**config.mk**
```make
export PLATFORM = sky130hd
export DESIGN_NAME = fpu_op_sequencer
export DESIGN_NICKNAME = d
export VERILOG_FILES = /design/src/rtl/fpu_pkg.sv /design/src/rtl/fpu_op_fifo.sv /design/src/rtl/fpu_op_sequencer.sv
export SDC_FILE = /design/constraint.sdc
export NUM_CORES = 1
export LEC_CHECK = 0
export ABC_AREA = 1
export CAP_MARGIN = 20
export CORE_ASPECT_RATIO = 0.5
export CORE_MARGIN = 1.5
export CORE_UTILIZATION = 55
export DETAILED_ROUTE_END_ITERATION = 7
export PLACE_DENSITY_LB_ADDON = 0.05
export SETUP_SLACK_MARGIN = 0.05
export SLEW_MARGIN = 20
export SYNTH_ARGS = -nofsm -noshare
export SYNTH_HDL_FRONTEND = slang
export SYNTH_HIERARCHICAL = 1
export SYNTH_SLANG_ARGS = --single-unit
export TNS_END_PERCENT = 30
```
**constraint.sdc**
```tcl
create_clock -name clock100KHz -period 5.7 [get_ports clock100KHz]
set_input_delay 0.57 -clock clock100KHz [delete_from_list [all_inputs] [get_ports clock100KHz]]
set_output_delay 0.57 -clock clock100KHz [all_outputs]
set_load 0.05 [all_outputs]
```
**src/rtl/fpu_pkg.sv**
```systemverilog
// Shared definitions for the fpu operand sequencer.
//   Format constants for the fpu word (sign, exponent, mantissa, status).
//   seq_state_t : issue/wait/capture FSM states.
//   op_pair_t   : one operand pair as stored in the operand FIFO.
package fpu_pkg;

   localparam int unsigned SIGN_BIT = 31;
   localparam int unsigned EXP_W    = 6;
   localparam int unsigned MANT_W   = 25;
   localparam int unsigned WORD_W   = 32;
   localparam int unsigned STATUS_W = 4;

   typedef enum logic [1:0] {
      ST_IDLE = 2'd0,
      ST_WAIT = 2'd1,
      ST_OUT  = 2'd2
   } seq_state_t;

   typedef struct packed {
      logic [WORD_W-1:0] a;
      logic [WORD_W-1:0] b;
   } op_pair_t;

endpackage

```
**src/rtl/fpu_op_fifo.sv**
```systemverilog
// Synchronous FIFO of operand pairs.
//   clk, rst    : clock, asynchronous active-high reset
//   push, din   : write request and data (ignored when full, even with a pop)
//   pop, dout   : read request; dout shows the head entry combinationally
//   full, empty : occupancy flags derived from count
//   count       : number of stored entries
module fpu_op_fifo
   import fpu_pkg::*;
#(
   parameter int unsigned DEPTH = 4,
   localparam int unsigned PTR_W = $clog2(DEPTH),
   localparam int unsigned CNT_W = PTR_W + 1
) (
   input  logic             clk,
   input  logic             rst,
   input  logic             push,
   input  op_pair_t         din,
   input  logic             pop,
   output op_pair_t         dout,
   output logic             full,
   output logic             empty,
   output logic [CNT_W-1:0] count
);

   op_pair_t mem [DEPTH];
   logic [PTR_W-1:0] wr_ptr;
   logic [PTR_W-1:0] rd_ptr;
   logic push_ok;
   logic pop_ok;

   assign full    = (count == CNT_W'(DEPTH));
   assign empty   = (count == '0);
   assign push_ok = push && !full;
   assign pop_ok  = pop && !empty;
   assign dout    = mem[rd_ptr];

   // Pointers wrap naturally at DEPTH (power of two)
   always_ff @(posedge clk or posedge rst) begin
      if (rst) begin
         wr_ptr <= '0;
         rd_ptr <= '0;
         count  <= '0;
      end else begin
         if (push_ok) wr_ptr <= wr_ptr + PTR_W'(1);
         if (pop_ok)  rd_ptr <= rd_ptr + PTR_W'(1);
         case ({push_ok, pop_ok})
            2'b10:   count <= count + CNT_W'(1);
            2'b01:   count <= count - CNT_W'(1);
            default: count <= count;
         endcase
      end
   end

   // Storage needs no reset; only entries behind count are ever read
   always_ff @(posedge clk) begin
      if (push_ok) mem[wr_ptr] <= din;
   end

endmodule

```
**src/rtl/fpu_op_sequencer.sv**
```systemverilog
// Operand-issue and result-capture stage around the fpu core.
// Queues operand pairs, holds each one on the fpu inputs for WAIT_CYCLES,
// then captures the fpu result/status and offers it on a valid/ready port.
//   clock100KHz, reset           : clock, asynchronous active-high reset
//   in_valid/in_ready/in_a/in_b  : operand pair input handshake
//   op_A_out/op_B_out            : registered operands to the fpu
//   fpu_data_in/fpu_status_in    : fpu result and status
//   res_valid/res_ready          : result handshake
//   res_data/res_status          : captured result and status
//   sticky_status/sticky_clr     : accumulated status flags and their clear
//   busy                         : operation in flight or operands queued
module fpu_op_sequencer
   import fpu_pkg::*;
#(
   parameter int unsigned DEPTH       = 4,
   parameter int unsigned WAIT_CYCLES = 64,
   parameter int unsigned WIDTH       = 32
) (
   input  logic                clock100KHz,
   input  logic                reset,
   input  logic                in_valid,
   output logic                in_ready,
   input  logic [WIDTH-1:0]    in_a,
   input  logic [WIDTH-1:0]    in_b,
   output logic [WIDTH-1:0]    op_A_out,
   output logic [WIDTH-1:0]    op_B_out,
   input  logic [WIDTH-1:0]    fpu_data_in,
   input  logic [STATUS_W-1:0] fpu_status_in,
   output logic                res_valid,
   input  logic                res_ready,
   output logic [WIDTH-1:0]    res_data,
   output logic [STATUS_W-1:0] res_status,
   output logic [STATUS_W-1:0] sticky_status,
   input  logic                sticky_clr,
   output logic                busy
);

   localparam int unsigned CNT_W  = (WAIT_CYCLES > 1) ? $clog2(WAIT_CYCLES) : 1;
   localparam int unsigned FCNT_W = $clog2(DEPTH) + 1;

   seq_state_t state_q, state_d;
   logic [CNT_W-1:0]    cnt_q, cnt_d;
   logic [WIDTH-1:0]    op_a_d, op_b_d, res_data_d;
   logic [STATUS_W-1:0] res_status_d, sticky_d;
   logic                res_valid_d;
   logic                pop_c;
   logic                capture_c;

   op_pair_t            fifo_din, fifo_dout;
   logic                fifo_full, fifo_empty;
   logic [FCNT_W-1:0]   fifo_count;

   assign fifo_din = '{a: WORD_W'(in_a), b: WORD_W'(in_b)};
   assign in_ready = !fifo_full;
   assign busy     = (state_q != ST_IDLE) || (fifo_count != '0);

   fpu_op_fifo #(.DEPTH(DEPTH)) u_fifo (
      .clk   (clock100KHz),
      .rst   (reset),
      .push  (in_valid),
      .din   (fifo_din),
      .pop   (pop_c),
      .dout  (fifo_dout),
      .full  (fifo_full),
      .empty (fifo_empty),
      .count (fifo_count)
   );

   // Next-state, operand issue, capture and sticky update
   always_comb begin
      state_d      = state_q;
      cnt_d        = cnt_q;
      op_a_d       = op_A_out;
      op_b_d       = op_B_out;
      res_data_d   = res_data;
      res_status_d = res_status;
      res_valid_d  = res_valid;
      pop_c        = 1'b0;
      capture_c    = 1'b0;

      case (state_q)
         ST_IDLE: begin
            if (!fifo_empty) begin
               pop_c   = 1'b1;
               op_a_d  = WIDTH'(fifo_dout.a);
               op_b_d  = WIDTH'(fifo_dout.b);
               cnt_d   = CNT_W'(WAIT_CYCLES - 1);
               state_d = ST_WAIT;
            end
         end
         ST_WAIT: begin
            if (cnt_q != '0) begin
               cnt_d = cnt_q - CNT_W'(1);
            end else begin
               capture_c    = 1'b1;
               res_data_d   = fpu_data_in;
               res_status_d = fpu_status_in;
               res_valid_d  = 1'b1;
               state_d      = ST_OUT;
            end
         end
         ST_OUT: begin
            if (res_ready) begin
               res_valid_d = 1'b0;
               state_d     = ST_IDLE;
            end
         end
         default: state_d = ST_IDLE;
      endcase

      // Clear takes effect before a same-edge capture sets new flags
      sticky_d = sticky_clr ? '0 : sticky_status;
      if (capture_c) sticky_d = sticky_d | fpu_status_in;
   end

   always_ff @(posedge clock100KHz or posedge reset) begin
      if (reset) begin
         state_q       <= ST_IDLE;
         cnt_q         <= '0;
         op_A_out      <= '0;
         op_B_out      <= '0;
         res_data      <= '0;
         res_status    <= '0;
         res_valid     <= 1'b0;
         sticky_status <= '0;
      end else begin
         state_q       <= state_d;
         cnt_q         <= cnt_d;
         op_A_out      <= op_a_d;
         op_B_out      <= op_b_d;
         res_data      <= res_data_d;
         res_status    <= res_status_d;
         res_valid     <= res_valid_d;
         sticky_status <= sticky_d;
      end
   end

endmodule

```
After elaboration in Yosys (flattened, before gate mapping) --
Memories as Yosys holds them, arrays and structs flattened. A register that Yosys moved wholly into a read port is not among the register bits. Cells that the tools add are included.
Storage, ports and cells: register bits 56, bits in writable memories 256, input port bits 105, word-level logic and storage cells 64, memories kept 1
Memory list:
- u_fifo.mem | words 4, width 64, rd ports 1, clocked after Yosys merged registers in 1, wr ports 1, RTL line fpu_op_fifo.sv:25 | op_pair_t mem [DEPTH];
Cells by class: $add $sub $neg 5, eq/ne operators 9, mux-type cells 19, bitwise logic cells 3, reduce and logical (&&, ||, !) cells 18
Operators with widths (number):
- $mux W6 | 2
- $pmux W6 S2 | 1
- $reduce_and A3 Y1 | 3
- $mux W1 | 8
- $mux W4 | 2
- $ne A2 B2 Y1 const B | 4
- $reduce_bool A2 Y1 | 4
- $mux W2 | 3
- $pmux W2 S3 | 1
- $pmux W3 S2 | 1
- $reduce_bool A6 Y1 | 1
- $sub A6 B1 Y6 const B | 1
- $add A2 B1 Y2 const B | 2
- $eq A2 B1 Y1 const B | 2
- $eq A2 B2 Y1 const B | 2
- $or A4 B4 Y4 | 1
- $reduce_and A2 Y1 | 2
- $add A3 B1 Y3 const B | 1
- $eq A3 B3 Y1 const B | 1
- $logic_not A3 Y1 | 1
- $reduce_bool A3 Y1 | 1
- $sub A3 B1 Y3 const B | 1
- $logic_and A1 B1 Y1 | 2
- $logic_not A1 Y1 | 2
- other kinds (4) | 5

Logic depth before layout (Yosys ltp) --
Gate-level depths: netlist of the first run.
depth after elaboration 6, mapped depth 17

Cells and area by module --
The synthesis of the first run kept the hierarchy.
Modules (own cells, without submodules):
- fpu_op_fifo | times used 1, cells an instance 809, area each 10665.2 um2
- fpu_op_sequencer | times used 1, cells an instance 502, area each 4468.0 um2

Worst setup path after synthesis of the first run --
OpenSTA, ideal clock, no wires.
path kind flip-flop to flip-flop, start point register u_fifo.count[0], end point memory u_fifo/mem[0][0] (netlist bit) (enable), library setup time 0.487 ns, arrival time 3.408 ns, setup slack 1.805 ns, cell stages (with the launch flop) 5, path buffers 0, clock period less this slack 3.895 ns, path through dfrtp_1 inv_1 nand3_1 nand2_1 nor2_1
Between the ends: longest elaborated chain between the ends 5
RTL lines:
- from (decl) | RTL line fpu_op_fifo.sv:22 | output logic [CNT_W-1:0] count
- from (signal assigned) | RTL line fpu_op_fifo.sv:47 | 2'b10: count <= count + CNT_W'(1);
- from (signal assigned) | RTL line fpu_op_fifo.sv:48 | 2'b01: count <= count - CNT_W'(1);
- from (signal assigned) | RTL line fpu_op_fifo.sv:49 | default: count <= count;
- $eq A3 B3 Y1 | RTL line fpu_op_fifo.sv:31 | assign full = (count == CNT_W'(DEPTH));
- $logic_not A1 Y1 | RTL line fpu_op_fifo.sv:33 | assign push_ok = push && !full;
- $logic_and A1 B1 Y1 | RTL line fpu_op_fifo.sv:33
- $mux W1 | RTL line fpu_op_fifo.sv:56 | if (push_ok) mem[wr_ptr] <= din;
- $mux W1 (not written as such) | RTL line fpu_op_fifo.sv:56
- to (decl) | RTL line fpu_op_fifo.sv:25
No other way between the ends.

Worst setup path after layout of the first run --
start point register u_fifo.count[0], end point register u_fifo.count[1]
Between the ends: longest elaborated chain between the ends 6, elaborated cells on any way between the ends 14, those cells by class add/sub: 2; eq/ne: 3; mux: 3; reduce/logical: 6
RTL lines:
- $logic_not A3 Y1 (*) | RTL line fpu_op_fifo.sv:32 | assign empty = (count == '0);
- net fifo_empty | RTL line fpu_op_sequencer.sv:50 | logic fifo_full, fifo_empty;
- $mux W1 | RTL line fpu_op_sequencer.sv:83 | if (!fifo_empty) begin
- $mux W1 | RTL line fpu_op_sequencer.sv:81 | case (state_q)
- $logic_and A1 B1 Y1 (*) | RTL line fpu_op_fifo.sv:34 | assign pop_ok = pop && !empty;
- net u_fifo.pop_ok | RTL line fpu_op_fifo.sv:29 | logic pop_ok;
- $eq A2 B1 Y1 or $eq A2 B2 Y1 (tied branches) | RTL line fpu_op_fifo.sv:46 | case ({push_ok, pop_ok})
- $pmux W3 S2 or $reduce_bool A2 Y1 (tied branches)
Mark *: on every way through the listed nets, which the timed path passes. The rest lies on a longest branch. A chain may end at the register's enable or synchronous reset.

==> results.py, run 1 <==
metrics = {
    "synth": {
        "syn_inst": 1311,
        "yosys.area.top_type": "edfxtp_1",
        "synth_area_leaders": "edfxtp_1 (51%), dfrtp_1 (20%), nand2_1 (13%)",
        "synth_area_sq_um": 15100,
        "async_reset_ff_frac": 0.319,
        "yosysSeqAreaShare": 0.706,
        "ys_seq_elements": 376,
        "syn_avg_cell_area_sq_um": 11.5,
        "yosysUniqueCellTypes": 24,
        "ys.warnings.count": 6,
        "synth_edf_count": 256,
        "synth_nets": 1424,
        "synth_top_area_share": 0.508,
        "synth_commonest_cells": "nand2_1 (526), edfxtp_1 (256), inv_1 (158)",
        "yosysMostFrequentCell": "nand2_1",
        "synth_flop_cell": "edfxtp_1",
    },
    "power_and_ir_drop": {
        "p_int_mw": 6.20,
        "combPwrFrac": 0.378,
        "p_leak_nw": 7.83,
        "swShare": 0.386,
        "p_switching_mw": 3.89,
        "powerDensity_nw_per_um2": 548,
        "ir_worst_vdd_uv": 388,
        "clkPwrFrac": 0.230,
        "p_seq_frac": 0.393,
    },
    "placement": {
        "io_buffers": 211,
        "globalplace.congestion": 0.792,
        "hpwl_microns": 17500,
        "placed_cell_area_sq_um": 17300,
        "place_inst": 1821,
    },
    "sta": {
        "period_share": 0.486,
        "slew_viol_final": 0,
        "setup_violations": 0,
        "slew_headroom": 0.290,
        "tightestPinTransition_ps": 1070,
        "hold_viol_final": 0,
        "setup_tns_ps": 0,
        "finClkSkew_ps": 19.3,
        "clock.fmax_mhz": 361,
        "final.min_clock_period_ps": 2770,
        "grt_setup_unrepaired": "no",
        "whs_ps": 444,
    },
    "clock_tree": {
        "cts_max_level": 2,
        "cts_resized": 0,
        "clkSlewWorstSetupHoldPaths_ps": 60,
        "cts_buffer_depth": 3,
        "cts_num_sinks": 376,
        "cts-root-buf": "clkbuf_16",
        "insertion_delay_ps": 520,
        "post_cts_buffers": 0,
        "cts_buffers": 34,
        "cts_tree": "yes",
        "cts_hold_buf": 0,
    },
    "grt": {
        "antenna_found_initial": 2,
        "grt_pass1_vias": 9645,
        "grt_pass1_wl_microns": 49500,
        "grt_max_degree": 114,
        "grt.total_usage": 0.221,
        "grt_overflow": 0,
    },
    "route": {
        "drtPass1Iterations": 5,
        "detail-route-antenna-nets": 0,
        "vias": 9721,
        "drtIter0Drc": 532,
        "via_per_inst": 5.16,
        "drc": 0,
        "wl_microns": 30600,
        "post_drt_wl_per_cell_microns": 16.3,
    },
    "finish": {
        "drive_above_1_share": 0.0477,
        "syn_to_final_growth_pct": 21.6,
        "fin_util": 0.688,
        "instances_no_fill": 1883,
        "design_area_sq_um": 18400,
        "layout.nets": 1618,
    },
    "worst_setup_path": {
        "cp.required_ps": 6120,
        "crit_arrival_ps": 3190,
        "worst_r2r_path_depth": 11,
        "worstSetupPathType": "reg2reg",
        "endpoint_kind": "flip-flop",
        "reg2reg_slack_ps": 2930,
        "r2r-end": "u_fifo/count[1]$_DFFE_PP0P_",
        "cp_max_fo": 69,
        "cp-start-kind": "flip-flop",
        "r2r-start": "u_fifo/count[0]$_DFFE_PP0P_",
    },
    "die": {
        "die_w_microns": 238,
        "die_h_microns": 120,
        "core.rowCount": 42,
        "core_area_sq_um": 26700,
        "initial_utilization": 0.566,
        "io_pins": 212,
        "fp.dieArea_sq_um": 28600,
    },
    "worst_hold_path": {
        "hold_path_class": "in2async",
    },
    "status": {
        "status": "finished clean",
    },
    "flow_run": {
        "cap_violations": 0,
    },
}
[through the flow]
| stage | setup WS, ps | total power, mW |
|---|---|---|
| 2_1_floorplan | 1810 | 6.80 |
| 6_report | 2930 | 10.1 |
| 3_3_place_gp | 2790 | 7.75 |
| 5_1_grt | 2650 | 10.7 |
| 4_1_cts | 2930 | 10.2 |
| 3_5_place_dp | 2770 | 7.84 |
[layer usage]
metal,share of wire,global-route usage
met5,0.00033,0
met4,0.016,0.0577
met3,0.051,0.0420
met2,0.49,0.378
met1,0.45,0.295
[sequential cells by signal, indices dropped and copies added (netlist names)]
signal         count
u_fifo/rd_ptr      2
res_data          32
u_fifo/wr_ptr      2
res_status         4
cnt_q              6
op_A_out          32
res_valid          1
op_B_out          32
state_q            2
sticky_status      4
u_fifo/count       3
u_fifo/mem       256
[power by group through the flow]
stage	Clock [mW]	Sequential, mW	Combinational (mW)
after floorplan	0	5.03	1.77
after global placement	0	3.98	3.77
after detailed placement	0	4.01	3.83
after CTS	2.38	3.96	3.85
after global routing	2.50	4.03	4.15
final	2.32	3.96	3.81
[placed cells by master, fill, tap and decap left out]
cell type / count
inv_6: 3
buf_4: 11
dfrtp_2: 1
nor2_4: 5
nand2_1: 526
o211ai_1: 128
bufinv_16: 4
dfrtp_1: 119
nand4_2: 1
nand4_1: 3
clkbuf_16: 35
fa_1: 1
diode_2: 1
clkbuf_8: 4
ha_1: 7
nand3_1: 17
xnor2_1: 1
clkinv_2: 4
nor2_2: 1
clkbuf_1: 11
edfxtp_1: 256
nor3_1: 1
clkdlybuf4s50_1: 211
inv_2: 3
nor2_1: 7
o21ai_0: 10
clkinv_1: 3
or2_4: 1
inv_1: 156
[cell type report]
cell class                 instances  area (sq um)
antenna                            1          2.50
clock buffer                      50           972
clock inverter                    11           155
fill                            1892          8350
inverter                         162           619
multi-input combinational        709          3320
sequential                       376         10700
tap                              352           440
timing repair buffer             222          2190
[cells by family (layout without fill, tap and decap cells)]
| group | Yosys count | after routing | synth area share |
|---|---|---|---|
| other cells | 0 | 1 | 0 |
| flops | 376 | 376 | 0.706 |
| xor+xnor | 1 | 1 | 0.000579 |
| buf+inv | 226 | 445 | 0.0763 |
| fa+ha+maj | 8 | 8 | 0.00711 |
| simple gates | 562 | 562 | 0.143 |
| compound gates | 138 | 138 | 0.0668 |
[worst max path at each step]
stage | start | endpoint | cells after the start
floorplan | u_fifo/count[0]$_DFFE_PP0P_ | u_fifo/mem[0][0]$_DFFE_PP_ | 4
global placement | in_valid | u_fifo/mem[1][11]$_DFFE_PP_ | 4
detailed placement | in_valid | u_fifo/mem[1][8]$_DFFE_PP_ | 4
CTS | u_fifo/count[0]$_DFFE_PP0P_ | u_fifo/count[1]$_DFFE_PP0P_ | 11
global route | u_fifo/count[1]$_DFFE_PP0P_ | u_fifo/count[1]$_DFFE_PP0P_ | 11
finish | u_fifo/count[0]$_DFFE_PP0P_ | u_fifo/count[1]$_DFFE_PP0P_ | 11
[worst max-delay path, stage by stage, from the launching register on]
cell and delay, ps:
dfrtp_1 400, inv_1 120, nand3_1 180, inv_1 110, or2_4 710, clkinv_2 140, nand2_1 120, inv_1 50
ha_1 190, inv_1 90, fa_1 410, o21ai_0 160
Power figures use the tool's default switching activity.
==> run 2: changes to the inputs <==
--- a/config.mk
+++ b/config.mk
@@ -9,7 +9,7 @@
 export CAP_MARGIN = 20
 export CORE_ASPECT_RATIO = 0.5
 export CORE_MARGIN = 1.5
-export CORE_UTILIZATION = 55
+export CORE_UTILIZATION = 49
 export DETAILED_ROUTE_END_ITERATION = 7
 export PLACE_DENSITY_LB_ADDON = 0.05
 export SETUP_SLACK_MARGIN = 0.05
==> constraint.sdc (replaced) <==
create_clock -name clock100KHz -period 2.5 [get_ports clock100KHz]
set_input_delay 0.25 -clock clock100KHz [delete_from_list [all_inputs] [get_ports clock100KHz]]
set_output_delay 0.25 -clock clock100KHz [all_outputs]
set_load 0.05 [all_outputs]
==> results.py, run 2 (same netlist as run 1, synthesis figures left out) <==
metrics = {
    "route": {
        "wl_microns": 31600,
        "drc": 0,
        "drtIter0Drc": 580,
        "post_drt_wl_per_cell_microns": 16.3,
        "drtPass1Iterations": 5,
        "detail-route-antenna-nets": 0,
        "via_per_inst": 4.96,
        "vias": 9653,
    },
    "clock_tree": {
        "clkSlewWorstSetupHoldPaths_ps": 60,
        "cts_buffers": 35,
        "post_cts_buffers": 0,
        "cts_buffer_depth": 3,
        "cts_max_level": 2,
        "cts-root-buf": "clkbuf_16",
        "cts_tree": "yes",
        "cts_num_sinks": 376,
        "insertion_delay_ps": 520,
    },
    "die": {
        "io_pins": 212,
        "die_h_microns": 127,
        "core_area_sq_um": 30300,
        "core.rowCount": 45,
        "die_w_microns": 252,
        "fp.dieArea_sq_um": 32000,
        "initial_utilization": 0.499,
    },
    "finish": {
        "fin_util": 0.614,
        "syn_to_final_growth_pct": 23.0,
        "num-fill-cells": 2434,
        "multi_input_area_sq_um": 3330,
        "final_common_cell": "nand2_1",
        "largest_register_ffs": 256,
        "mostFrequentLayoutCells": "nand2_1 (526), edfxtp_1 (256), clkdlybuf4s50_1 (211)",
        "instances_no_fill": 1945,
        "layout.nets": 1631,
        "drive_above_1_share": 0.0544,
        "top_register": "u_fifo/mem",
        "seq_area_sq_um": 10700,
    },
    "worst_setup_path": {
        "crit_chain": "inv_1, nand3_1, inv_1, inv_1, clkdlybuf4s50_1",
        "r2r-start": "u_fifo/count[0]$_DFFE_PP0P_",
        "crit_arrival_ps": 2100,
        "crit_family": "buffers and inverters",
        "worstSetupPathType": "reg2out",
        "cp_max_fo": 4,
        "worst_r2r_path_depth": 14,
        "r2r-end": "u_fifo/count[2]$_DFFE_PP0P_",
        "cp-start-kind": "flip-flop",
        "endpoint_kind": "primary output",
        "reg2reg_slack_ps": 260,
        "slowest_stage": "clkdlybuf4s50_1",
        "slowest_delay_ps": 790,
        "critPathMostFrequentCell": "inv_1",
        "cp_num_buf_inv": 4,
        "cp.required_ps": 2250,
    },
    "sta": {
        "slew_viol_final": 0,
        "setup_violations": 0,
        "final.min_clock_period_ps": 2350,
        "hold_viol_final": 0,
        "finClkSkew_ps": 16.8,
        "tightestPinTransition_ps": 858,
        "slew_headroom": 0.428,
        "grt_setup_unrepaired": "yes",
        "period_share": 0.939,
        "setup_tns_ps": 0,
        "setup_ws_ps": 152,
        "clock.fmax_mhz": 426,
    },
    "placement": {
        "hpwl_microns": 18500,
        "globalplace.congestion": 0.771,
        "io_buffers": 211,
        "pre_cts_ws_ps": 165,
        "place_inst": 1880,
    },
    "grt": {
        "antenna_found_initial": 3,
        "grt_overflow": 0,
        "grt_max_degree": 69,
        "grt.total_usage": 0.201,
        "grt_pass1_wl_microns": 49700,
        "grt_pass1_vias": 9294,
    },
    "power_and_ir_drop": {
        "powerDensity_nw_per_um2": 1230,
        "p_leak_nw": 7.90,
        "ir_worst_vdd_uv": 661,
    },
    "status": {
        "status": "finished clean",
    },
    "worst_hold_path": {
        "hold_path_class": "in2async",
    },
    "flow_run": {
        "cap_violations": 0,
    },
}
run 2: changes by cell type in the layout (fill, tap and decap cells not counted), moves of 2 or more:
cell,previous run,this run
buf_12,0,9
buf_4,11,14
bufinv_16,4,1
clkbuf_16,35,37
clkbuf_8,4,2
clkinv_1,3,7
clkinvlp_4,0,2
inv_6,3,1
run 2: worst max-delay path by stage:
stage | from | to | slack, ps | depth (start not counted)
2_1_floorplan | u_fifo/count[0]$_DFFE_PP0P_ | u_fifo/mem[0][0]$_DFFE_PP_ | -370 | 4
3_3_place_gp | state_q[1]$_DFFE_PP0P_ | u_fifo/count[2]$_DFFE_PP0P_ | 280 | 13
3_5_place_dp | u_fifo/count[0]$_DFFE_PP0P_ | u_fifo/count[2]$_DFFE_PP0P_ | 160 | 14
4_1_cts | u_fifo/count[0]$_DFFE_PP0P_ | in_ready | 120 | 5
5_1_grt | u_fifo/count[0]$_DFFE_PP0P_ | in_ready | 40 | 5
6_report | u_fifo/count[0]$_DFFE_PP0P_ | in_ready | 150 | 5
run 2: timing repair:
item,CTS,global route
hold buffers,0,0
setup endpoints to repair,0,4
gates resized for setup,0,4
endpoints found under the hold margin,0,0
run 2: stage by stage:
step | power [mW] | area, sq um | hold WS (ps)
finish | 23.0 | 18600 | 112
global route | 24.4 | 18600 | 117
CTS | 23.3 | 18600 | 83.0
detailed placement | 18.1 | 17500 | 464
global placement | 18.0 | 17500 | 461
floorplan | 15.5 | 15100 | 53.4
run 2: layer usage:
layer,vias to the layer above,GRT usage,wire [microns]
li1,4754,-,-
met1,4622,0.269,14200
met2,234,0.335,15100
met3,41,0.0452,1830
met4,2,0.0528,466
met5,-,0,11
run 2: area by class of cell:
cell class	instances	share of cell area
timing repair buffer	234	0.129
multi-input combinational	709	0.179
tap	399	0.0268
sequential	376	0.574
inverter	162	0.0334
antenna	2	0.000269
clock buffer	51	0.0536
clock inverter	12	0.00423
run 2: power by group:
group / switching (mW) / leakage [nW] / total [mW] / internal [mW]
clock: 2.16 / 0.522 / 5.04 / 2.88
combinational: 6.08 / 3.65 / 8.92 / 2.83
sequential: 0.651 / 3.73 / 9.02 / 8.37
==> RTL edit 1 (config.mk and constraints of run 2) <==
`WIDTH`: 32 -> 36.
--- a/src/rtl/fpu_op_sequencer.sv
+++ b/src/rtl/fpu_op_sequencer.sv
@@ -14,7 +14,7 @@
 #(
    parameter int unsigned DEPTH       = 4,
    parameter int unsigned WAIT_CYCLES = 64,
-   parameter int unsigned WIDTH       = 32
+   parameter int unsigned WIDTH       = 36
 ) (
    input  logic                clock100KHz,
    input  logic                reset,
Ports: changed (6 resized); port bits go from 212 to 236. No check against the original RTL was run, so the function may have changed too.
==> RTL edit 1 against run 2 <==
  * Setup slack improved by 0.048 ns
  * Sequential share of layout area is 0.74 points lower
  * Synthesized cell count up 2.1%
  * Clock power rose by 3%
  * Clock skew rose by 0.0052 ns
  * Sequential cell count increased by 4
  * Total power grew 2.4%
  * Area after synthesis rose by 1.9%
  * Hold slack worse by 0.053 ns
  * Critical path depth did not move
  * Via count grew 1.2%
  * Routed wire length rose by 2.3%
  * Cell area rose by 2.3%
  * Critical endpoint unchanged
  * Largest power group is now combinational cells
  * Highest routed layer is now met4
==> RTL edit 1: results (changes against run 2) <==
Outcome
  • Status: finished clean (unchanged)

STA
  • Clock Skews: 0.02203 ns (was 0.01683 ns)
  • Headroom to the max-slew limit: 0.5288 (was 0.4281)

Cells and area
  • Multi-In Gates: 728 (was 709)
  • Share of cells above drive strength 1: 0.07025 (was 0.05440)
  • Area grow syn2layout: 23.46% (was 23.04%)
  • Filler Cell Count: 2460 (was 2434)
  • Seq Cell Count: 380 (was 376)
  • Non-CTS buffers: 244 (was 234)
  • Fraction of area in multi-input gates: 0.1808 (was 0.1787)
  • Total Nets Final: 1678 (was 1631)
  • N_diodes: 0 (was 2)
  • Fin cells: 2003 (was 1945)
  • Clk tree area frac: 0.05803 (was 0.05786)

Global routing
  • Number of antenna violations at the first check in global routing: 0 (was 3)
  • First-pass GRT wire length: 51.02 mm (was 49.65 mm)
  • Met1 usage: 0.2645 (was 0.2694)
  • GRT Total Usage: 0.2029 (was 0.2010)
  • Met2 GRT Util: 0.3518 (was 0.3347)

Placement
  • DP Area: 17930 sq um (was 17530 sq um)
  • Placed cell count: 1939 (was 1880)
  • Final HPWL DP: 19.10 mm (was 18.51 mm)

Power
  • Max VDD drop: 670.5 uV (was 660.6 uV)
  • Seq power: 9.12 mW (was 9.02 mW)
  • LEAKAGE: 8.057 nW (was 7.895 nW)
  • Internal Pwr Total: 14.31 mW (was 14.08 mW)
  • Combinational share of power: 0.393 (was 0.388)

Synthesis
  • Seq/Total Area, Yosys: 0.6997 (was 0.7064)
  • Synth cell count leaders: nand2_1 (519), edfxtp_1 (256), inv_1 (160) (was nand2_1 (526), edfxtp_1 (256), inv_1 (158))
  • Synth Area in XOR/XNOR: 0.0005680 (was 0.0005788)
  • Synth unique cells: 27 (was 24)
  • Compound-Gate Fraction of Synth Area: 0.06556 (was 0.06680)
  • Mapped Cells: 1338 (was 1311)
  • Asr flop ratio synth: 0.3263 (was 0.3191)
  • Synth area leaders: edfxtp_1 (50%), dfrtp_1 (20%), nand2_1 (13%), o211ai_1 (6.2%), inv_1 (3.9%) (was edfxtp_1 (51%), dfrtp_1 (20%), nand2_1 (13%), o211ai_1 (6.3%), inv_1 (3.9%))

Drt
  • Drt via density: 4.879 (was 4.963)
  • Wire length on met1: 14.35 mm (was 14.19 mm)
  • Max layer used: met4 (was met5)
  • Per-cell routed wire length: 16.14 um (was 16.25 um)
  • TritonRoute pass-1 iters: 4 (was 5)
  • DR WL met2: 15.60 mm (was 15.12 mm)
  • Starting DRT DRC Count: 537 (was 580)

Setup path
  • Crit path DAT: 2.05 ns (was 2.10 ns)
RTL edit 1: cell count changes after synthesis, sizes merged:
cell / change
buf: +13
nand2: +13
clkbuf: -4
dfrtp: +4
inv: +2
nor2: -2
conb: +1
nand3: +1
nand4: -1
RTL edit 1: worst paths after layout:
| check | startpoint | cells past startpoint | endpoint | slack [ns] |
|---|---|---|---|---|
| worst max-delay path | u_fifo/count[0]$_DFFE_PP0P_ | 5 | in_ready | 0.20 |
| max in group asynchronous | reset | 3 | op_B_out[30]$_DFFE_PP0P_ | 1.64 |
| worst min register to register | res_status[2]$_DFFE_PP0N_ | 2 | res_status[2]$_DFFE_PP0N_ | 0.47 |
| worst min-delay path | reset | 2 | u_fifo/count[0]$_DFFE_PP0P_ | 0.06 |
| min in group clock100KHz | fpu_data_in[34] | 3 | res_data[34]$_DFFE_PP0N_ | 0.28 |
| worst max register to register | u_fifo/count[0]$_DFFE_PP0P_ | 14 | u_fifo/count[2]$_DFFE_PP0P_ | 0.28 |
==> RTL edit 2 (config.mk and constraints of run 2) <==
Made on the original files. Put one more register stage on the output `res_status`, without a reset. The value now appears one clock later. The other outputs are not delayed to match.
--- a/src/rtl/fpu_op_sequencer.sv
+++ b/src/rtl/fpu_op_sequencer.sv
@@ -38,6 +38,8 @@
    localparam int unsigned CNT_W  = (WAIT_CYCLES > 1) ? $clog2(WAIT_CYCLES) : 1;
    localparam int unsigned FCNT_W = $clog2(DEPTH) + 1;
 
+   logic [STATUS_W-1:0] res_status_s0;
+
    seq_state_t state_q, state_d;
    logic [CNT_W-1:0]    cnt_q, cnt_d;
    logic [WIDTH-1:0]    op_a_d, op_b_d, res_data_d;
@@ -73,7 +75,7 @@
       op_a_d       = op_A_out;
       op_b_d       = op_B_out;
       res_data_d   = res_data;
-      res_status_d = res_status;
+      res_status_d = res_status_s0;
       res_valid_d  = res_valid;
       pop_c        = 1'b0;
       capture_c    = 1'b0;
@@ -120,7 +122,7 @@
          op_A_out      <= '0;
          op_B_out      <= '0;
          res_data      <= '0;
-         res_status    <= '0;
+         res_status_s0 <= '0;
          res_valid     <= 1'b0;
          sticky_status <= '0;
       end else begin
@@ -129,11 +131,15 @@
          op_A_out      <= op_a_d;
          op_B_out      <= op_b_d;
          res_data      <= res_data_d;
-         res_status    <= res_status_d;
+         res_status_s0 <= res_status_d;
          res_valid     <= res_valid_d;
          sticky_status <= sticky_d;
       end
    end
 
+   always_ff @(posedge clock100KHz) begin
+      res_status <= res_status_s0;
+   end
+
 endmodule
 
Function: no difference found for any inputs over 10 cycles, from zero or initial values and one cycle with reset high; that may be too few to reach the edited logic, so the function may still have changed.
==> RTL edit 2 against run 2 <==
  * Cell area rose by 1.2%
  * Setup slack improved by 0.065 ns
  * Critical path type unchanged
  * First-iteration DRC count rose by 7.4%
  * Total power rose by 2.9%
  * Utilization rose by 0.52 points
  * Area after synthesis rose by 0.57%
  * Sequential share of layout area fell by 0.26 points
  * Sequential cell count rose by 4
  * Clock power rose by 11%
  * Routed wire length barely moved
  * Via count fell by 0.73%
  * Synthesized cell count rose by 0.31%
==> RTL edit 2: results (changes against run 2) <==
Synthesis
  • Seq/Total Area, Yosys: 0.7077 (was 0.7064)
  • Syn nets: 1428 (was 1424)
  • Mean post-synth cell area: 11.57 sq um (was 11.54 sq um)
  • Synth cell count leaders: nand2_1 (519), edfxtp_1 (256), inv_1 (158) (was nand2_1 (526), edfxtp_1 (256), inv_1 (158))
  • Synth Warn #: 6 (unchanged)
  • Synth area leaders: edfxtp_1 (51%), dfrtp_1 (20%), nand2_1 (13%), o211ai_1 (6.3%), inv_1 (3.9%) (unchanged)
  • Synth unique cells: 26 (was 24)
  • Asr flop ratio synth: 0.3158 (was 0.3191)

Cells and area
  • Total Nets Final: 1631 (unchanged)
  • Filler Cell Count: 2414 (was 2434)
  • Share of cells above drive strength 1: 0.06092 (was 0.05440)
  • N_diodes: 0 (was 2)

Clocking
  • Clk_lat worst skew: ~0.53 ns
  • Clk buf depth: 3 (unchanged)

Placement
  • Final RePlAce weighted congestion: 0.7099 (was 0.7712)
  • DP Area: 17650 sq um (was 17530 sq um)
  • Final HPWL DP: 18.06 mm (was 18.51 mm)
  • Placed cell count: 1904 (was 1880)

Drt
  • Met3 WL: 1.601 mm (was 1.832 mm)
  • Via count: 9583 (was 9653)
  • Per-cell routed wire length: 16.09 um (was 16.25 um)
  • DR WL met2: 15.07 mm (was 15.12 mm)
  • Final wirelength: 31.63 mm (was 31.61 mm)
  • Wire length on met1: 14.44 mm (was 14.19 mm)
  • Starting DRT DRC Count: 623 (was 580)

Global routing
  • Largest net degree at the start of global routing: 114 (was 69)
  • GRT Total Usage: 0.1987 (was 0.2010)
  • First-pass GRT wire length: 49.77 mm (was 49.65 mm)
  • Number of antenna violations at the first check in global routing: 1 (was 3)
  • Vias in the first global route: 9245 (was 9294)

Power
  • Max VDD drop: 741.3 uV (was 660.6 uV)
  • LEAKAGE: 7.994 nW (was 7.895 nW)

Outcome
  • Status: finished clean (unchanged)

STA
  • Clock Skews: 0.02431 ns (was 0.01683 ns)
  • Worst slew pin tran: 0.8372 ns (was 0.8578 ns)

Setup path
  • R2R depth: 10 (was 14)
  • Crit path DAT: 2.03 ns (was 2.10 ns)
-- RTL edit 2: layer usage --
metal	GRT usage	vias to the layer above
met1	0.2661	4550
met3	0.04055	45
met5	0	-
met4	0.04650	2
met2	0.3369	221
li1	-	4765
-- RTL edit 2: stage by stage --
step	setup slack, ns	power [mW]
floorplan	-0.3677	15.57
global placement	0.3518	18.07
detailed placement	0.2282	18.25
CTS	0.1925	23.92
global route	0.007907	25.01
finish	0.2173	23.64
-- RTL edit 2: path summary, 6_finish.rpt --
path	end	startpoint	slack (ns)
worst min register to register	res_status[0]$_DFF_P_	res_status_s0[0]$_DFFE_PP0N_	0.37
min in group clock100KHz	res_data[31]$_DFFE_PP0N_	fpu_data_in[31]	0.27
worst max register to register	u_fifo/count[2]$_DFFE_PP0P_	u_fifo/count[0]$_DFFE_PP0P_	0.22
worst max-delay path	in_ready	u_fifo/count[1]$_DFFE_PP0P_	0.22
max in group asynchronous	op_B_out[22]$_DFFE_PP0P_	reset	1.72
worst min-delay path	u_fifo/rd_ptr[0]$_DFFE_PP0P_	reset	0.07
-- RTL edit 2: where the power goes --
| part | total [mW] | switching (mW) | leakage [nW] | internal [mW] |
|---|---|---|---|---|
| clock | 5.60 | 2.27 | 0.586 | 3.33 |
| sequential | 9.09 | 0.648 | 3.76 | 8.45 |
| combinational | 8.95 | 6.11 | 3.65 | 2.84 |
| total | 23.6 | 9.02 | 7.99 | 14.6 |
-- RTL edit 2: layout make-up --
cell class	count	area, sq um	share of cell area
repair buffers	230	2396	0.1271
flip-flops and latches	380	10770	0.5715
inverters	161	614.3	0.03260
clock inverters	15	230.2	0.01222
clock buffers	47	960.9	0.05099
multi-input cells	710	3344	0.1775
well taps	423	529.3	0.02808
-- RTL edit 2: what timing repair did --
item | 4_1_cts | 5_1_grt
setup buffers | 0 | 0
endpoints found under the setup margin | 0 | 5
resized for setup | 0 | 1
-- RTL edit 2: critical path: cells and delay by family, from the launching register on --
kind,cells,cell delay [ns]
AND/OR/NAND/NOR,1,0.16
buffers and inverters,4,0.99
flip-flops,1,0.38
-- RTL edit 2: logic make-up after synthesis --
family,count (synthesis),share of synthesized area
XOR/XNOR,1,0.0005756
AO/OA/AOI/OAI,136,0.06577
flip-flops,380,0.7077
AND/OR/NAND/NOR,565,0.1442
adder cells (fa/ha/maj),8,0.007070
buffers and inverters,225,0.07473
